`src/rtl/sysid_read_arbiter.sv`:
```
// Round-robin arbiter sharing one two-word system-ID slave between two
// Avalon-MM read masters. Repeat reads can be served from a small cache.
module sysid_read_arbiter #(
    parameter int unsigned READ_LATENCY = 0,
    parameter bit          CACHE_EN     = 1'b1
) (
    input  logic        clock,
    input  logic        reset,
    input  logic        m0_read,
    input  logic        m0_address,
    output logic        m0_waitrequest,
    output logic [31:0] m0_readdata,
    input  logic        m1_read,
    input  logic        m1_address,
    output logic        m1_waitrequest,
    output logic [31:0] m1_readdata,
    output logic        slv_address,
    input  logic [31:0] slv_readdata,
    input  logic        cache_flush,
    output logic        busy
);

    typedef enum logic [1:0] {IDLE, WAIT, DONE} state_t;

    localparam logic [3:0] LATENCY = 4'(READ_LATENCY);

    state_t      r_state;
    state_t      w_nextState;
    logic        r_grant;
    logic        r_lastGrant;
    logic [3:0]  r_cnt;

    logic        w_anyReq;
    logic        w_grantSel;
    logic        w_grantAddr;
    logic        w_hit;
    logic [31:0] w_cacheWord;
    logic        w_enterDone;
    logic        w_doneMaster;
    logic [31:0] w_loadData;

    // Pick the next master, decide hit/miss, and work out what completes next cycle
    always_comb begin
        w_nextState  = r_state;
        w_anyReq     = m0_read | m1_read;
        w_grantSel   = 1'b0;
        w_grantAddr  = 1'b0;
        w_enterDone  = 1'b0;
        w_doneMaster = r_grant;
        w_loadData   = slv_readdata;

        if (m0_read && m1_read) begin
            w_grantSel = ~r_lastGrant;
        end else begin
            w_grantSel = m1_read;
        end
        w_grantAddr = w_grantSel ? m1_address : m0_address;

        case (r_state)
            IDLE: begin
                if (w_anyReq) begin
                    w_nextState = w_hit ? DONE : WAIT;
                end
                w_doneMaster = w_grantSel;
                w_loadData   = w_cacheWord;
            end
            WAIT: begin
                if (r_cnt == 4'd0) begin
                    w_nextState = DONE;
                end
            end
            DONE: begin
                w_nextState = IDLE;
            end
            default: begin
                w_nextState = IDLE;
            end
        endcase

        w_enterDone = (w_nextState == DONE) && (r_state != DONE);
    end

    // State register, grant bookkeeping, slave address latch and latency counter
    always_ff @(posedge clock) begin
        if (reset) begin
            r_state     <= IDLE;
            r_grant     <= 1'b0;
            r_lastGrant <= 1'b1;
            r_cnt       <= 4'd0;
            slv_address <= 1'b0;
            busy        <= 1'b0;
        end else begin
            r_state <= w_nextState;
            busy    <= (w_nextState != IDLE);
            if (r_state == IDLE && w_anyReq) begin
                r_grant     <= w_grantSel;
                slv_address <= w_grantAddr;
                r_cnt       <= LATENCY;
            end
            if (r_state == WAIT && r_cnt != 4'd0) begin
                r_cnt <= r_cnt - 4'd1;
            end
            if (r_state == DONE) begin
                r_lastGrant <= r_grant;
            end
        end
    end

    // Per-master completion: waitrequest drops and readdata updates only in DONE
    always_ff @(posedge clock) begin
        if (reset) begin
            m0_waitrequest <= 1'b1;
            m1_waitrequest <= 1'b1;
            m0_readdata    <= 32'd0;
            m1_readdata    <= 32'd0;
        end else begin
            m0_waitrequest <= !(w_enterDone && !w_doneMaster);
            m1_waitrequest <= !(w_enterDone &&  w_doneMaster);
            if (w_enterDone && !w_doneMaster) begin
                m0_readdata <= w_loadData;
            end
            if (w_enterDone && w_doneMaster) begin
                m1_readdata <= w_loadData;
            end
        end
    end

    generate
        if (CACHE_EN) begin : g_cache
            logic [31:0] r_cacheData [2];
            logic [1:0]  r_valid;
            logic        w_fill;

            assign w_fill      = (r_state == WAIT) && (r_cnt == 4'd0);
            assign w_hit       = r_valid[w_grantAddr];
            assign w_cacheWord = r_cacheData[w_grantAddr];

            // Valid bits: set on a slave fill, cleared by flush (flush beats a same-cycle fill)
            always_ff @(posedge clock) begin
                if (reset) begin
                    r_valid <= 2'b00;
                end else if (cache_flush) begin
                    r_valid <= 2'b00;
                end else if (w_fill) begin
                    r_valid[slv_address] <= 1'b1;
                end
            end

            // Cached words; contents only matter while the matching valid bit is set
            always_ff @(posedge clock) begin
                if (w_fill) begin
                    r_cacheData[slv_address] <= slv_readdata;
                end
            end
        end else begin : g_noCache
            logic w_unusedFlush;
            assign w_unusedFlush = cache_flush;
            assign w_hit         = 1'b0;
            assign w_cacheWord   = 32'd0;
        end
    endgenerate

endmodule

```
`config.mk`:
```
export PLATFORM = sky130hd
export DESIGN_NAME = sysid_read_arbiter
export DESIGN_NICKNAME = d
export VERILOG_FILES = /design/src/rtl/sysid_read_arbiter.sv
export SDC_FILE = /design/constraint.sdc
export NUM_CORES = 1
export LEC_CHECK = 0
export CELL_PAD_IN_SITES_DETAIL_PLACEMENT = 1
export CELL_PAD_IN_SITES_GLOBAL_PLACEMENT = 2
export CORE_ASPECT_RATIO = 0.6
export CORE_MARGIN = 1.5
export CORE_UTILIZATION = 30
export DETAILED_ROUTE_END_ITERATION = 10
export GPL_TIMING_DRIVEN = 0
export PLACE_DENSITY = 0.79
export SYNTH_ARGS = -nofsm -noshare
export SYNTH_HDL_FRONTEND = slang
export SYNTH_SLANG_ARGS = --single-unit
```
`constraint.sdc`:
```
create_clock -name clock -period 6.6 [get_ports clock]
set_clock_uncertainty 0.15 [all_clocks]
set_input_delay 0.66 -clock clock [delete_from_list [all_inputs] [get_ports clock]]
set_output_delay 0.66 -clock clock [all_outputs]
set_load 0.005 [all_outputs]
```
==> results.md <==
- Post-Synthesis Cells: between 400 and 500
- RePlAce Congestion: 0.801
- Critical path startpoint category: primary input
- Initial Util: 31.2%
- Crit path launch: m1_read
- Critical-path top delay cell: mux2i_1
- Yosys reg bits: 142
- DP Cell Count: 806
- I/O pin count: ~110
- Die Area: 19900 um2
- Vias in the first global route: 4349
- Power Density: 307 nW/um2
- Worst rel slew slack: around 39%
- TritonCTS Buffers: 17
- CP max FO: 10
- DRT Wirelength: 15600 um
- Final Cycle Share: 43.8%
- GRT overflow: 0
- Via-to-Cell Ratio: 4.75
- R2r setup slk: 3.84 ns
- Crit path capture: m1_readdata[1]$_SDFFE_PP0P_
- Dpl ws: 3.25 ns
- Seq/Total Area, Yosys: 60.9%
- WP data arrival: 3.07 ns
- Final setup TNS: 0 ns
- Yosys warnings: 0
- Largest net degree at the start of global routing: 33
- Hold Crit Class: register to register
- Global-route wire length before repair: 24300 um
- CTS tree: done
- Area grow syn2layout: 35.4%
- Initial antenna violation count: 0
- Clk sink count: 142
- Setup Crit Path Kind: primary input to register
- Reg2Reg Capture Point: g_cache.r_cacheData[1][19]$_DFFE_PP_
- CTS H-tree depth: 4
- Main synth FF type: dfxtp_1
- Cell mode on critical path: mux2i_1
- Num rows: 38
- Fillers: between 1.5k and 2k
- Max Clk Rate: 346 MHz
- Final Hold Fails: 0
- Mapped Area: 5720 um2
- Share of cells above drive strength 1: 9.03%
- Status: completed
- Layout Utilization: 42.2%
- Total core area: 18400 um2
- CP cell instances: clkdlybuf4s50_1 > a21boi_4 > mux2i_1 > clkbuf_1 > o221ai_1 > mux2i_1
- First DRT Iteration DRCs: 213
- Top cells by area, synth: edfxtp_1, dfxtp_1, mux2i_1
- Max-slew violation count: 0
- Share of the synthesized area in the top cell type: 33.6%
- IO Port Bufs: 105
- Antenna fix cells: 0
- Critical path required time: 6.79 ns
- R2R cell count: 5
- Peak per-stage delay on the critical path: 0.56 ns
- CTS Hold Buffers Added: 0
- Peak supply drop: 0.000173 V
- Final setup fails: 0
- Via count: between 3k and 4k
- HPWL Detailed: 11200 um
- Max_cap viols: 0
- Post-Layout Cell Count: around 840
- Slew at the pin with the worst max-slew slack: just over 0.9 ns
- DRC Markers: 0
- Hold Crit Depth: 2
- Post-synth top cells: dfxtp_1, mux2i_1, nand2b_1
- LEAKAGE: ~3.1 nW
- Fin crit period: about 2.9 ns
- Die Wd: between 150 and 200 um
- Router iterations before antenna repair: 4
- Count leader, synth: dfxtp_1
- Post-detailed-route count of antenna-violating nets: 0
- RSZ-0062 raised after global routing: no
- Worst hold slack: around 0.33 ns
- Synth unique cells: 34
- Reg2reg start: r_cnt[0]$_SDFFE_PP0P_
- Die Y: 110 um
- Clock root cell: clkbuf_16
- Syn_area_per_cell: 12.5 um2
- Post-synth EDFFs: 64
- Yosys top cell by area: edfxtp_1
- Final nets: between 600 and 700
- Longest Clk Path Bufs: 2
- Slack of the critical path: 3.71 ns
- Post-CTS setup buffers: 0
- # resized after CTS: 0
- Ys async rst share: 0%
- Clk pin slew, worst setup/hold paths: 0.06 ns
- Register area: 3480 um2
- Routed WL per cell: roughly 19 um
- Worst-skew pair later-pin latency: 0.42 ns
- Multi-input logic area: 1950 um2
- Worst setup EP type: register
- Syn Nets: ~500
- Total GRT Usage: 16.2%
==> state kept, by name, indices dropped and copies added (netlist names) <==
signal               count
busy                     1
g_cache.r_cacheData     64
g_cache.r_valid          2
m0_readdata             32
m0_waitrequest           1
m1_readdata             32
m1_waitrequest           1
r_cnt                    4
r_grant                  1
r_lastGrant              1
r_state                  2
slv_address              1
==> cell type report <==
class                           instances  share of cell area, %
Sequential cell                       142                   44.9
Buffer                                 29                   2.10
Clock buffer                           18                   5.54
Tap cell                              240                   3.87
Timing Repair Buffer                  108                   14.0
Multi-Input combinational cell        252                   25.2
Clock inverter                         14                   2.65
Inverter                               35                   1.70
==> layer usage <==
metal  vias up  global-route usage [%]  share of wire (%)
li1       1903                       -                  -
met1      1962                    22.3                 50
met2       103                    25.4                 44
met3         9                    4.34                5.6
met4         0                    4.29               0.46
met5         -                       0                  0
==> cell families after synthesis <==
group	synth area share (%)
multiplexers	13.5
flip-flops	60.9
buffers and inverters	5.14
adder cells (fa/ha/maj)	0.219
AO/OA/AOI/OAI	10.3
AND/OR/NAND/NOR	10.1
==> placed cells by master, fill, tap and decap left out, types with 2 or more instances in the layout <==
| cell | n |
|---|---|
| o221ai_1 | 32 |
| a21oi_1 | 38 |
| nor2b_1 | 3 |
| nor2_1 | 10 |
| clkinv_4 | 3 |
| clkdlybuf4s50_1 | 105 |
| dfxtp_1 | 78 |
| buf_1 | 2 |
| edfxtp_1 | 64 |
| nor3b_1 | 2 |
| o211ai_4 | 2 |
| or2_1 | 3 |
| clkbuf_1 | 20 |
| clkbuf_16 | 17 |
| buf_6 | 10 |
| nor3_1 | 5 |
| inv_6 | 4 |
| mux2i_1 | 71 |
| a211oi_1 | 2 |
| bufinv_16 | 4 |
| o21ai_0 | 2 |
| inv_1 | 35 |
| nand2b_1 | 66 |
==> how the worst min path moves through the flow <==
stage / from / end / slack, ns
6_report: m0_readdata[2]$_SDFFE_PP0P_ / m0_readdata[2]$_SDFFE_PP0P_ / 0.33
5_1_grt: m0_readdata[20]$_SDFFE_PP0P_ / m0_readdata[20]$_SDFFE_PP0P_ / 0.35
4_1_cts: m0_readdata[9]$_SDFFE_PP0P_ / m0_readdata[9]$_SDFFE_PP0P_ / 0.33
3_5_place_dp: m1_readdata[29]$_SDFFE_PP0P_ / m1_readdata[29]$_SDFFE_PP0P_ / 0.32
3_3_place_gp: m1_readdata[13]$_SDFFE_PP0P_ / m1_readdata[13]$_SDFFE_PP0P_ / 0.31
2_1_floorplan: r_cnt[3]$_SDFFE_PP0P_ / r_cnt[3]$_SDFFE_PP0P_ / 0.29
==> power breakdown <==
| group | total, mW | switching, mW | leakage, nW | internal (mW) |
|---|---|---|---|---|
| Sequential | 1.01 | 0.0308 | 1.22 | 0.984 |
| Combinational | 0.331 | 0.173 | 1.56 | 0.157 |
| Clock | 1.04 | 0.395 | 0.308 | 0.641 |
| Total | 2.38 | 0.599 | 3.09 | 1.78 |
==> worst max-delay path, delay by kind of cell <==
family                 cells  cell delay, ns
buffers and inverters      2            0.96
multiplexers               2            0.76
AO/OA/AOI/OAI              2            0.69
==> per-stage QoR <==
| step | area (um2) | power (mW) |
|---|---|---|
| after floorplan | 5720 | 1.20 |
| after global placement | 7080 | 1.35 |
| after detailed placement | 7120 | 1.37 |
| after CTS | 7750 | 2.41 |
| after global routing | 7750 | 2.47 |
| final | 7750 | 2.38 |
Note: power is estimated with default switching activity, not from simulation.
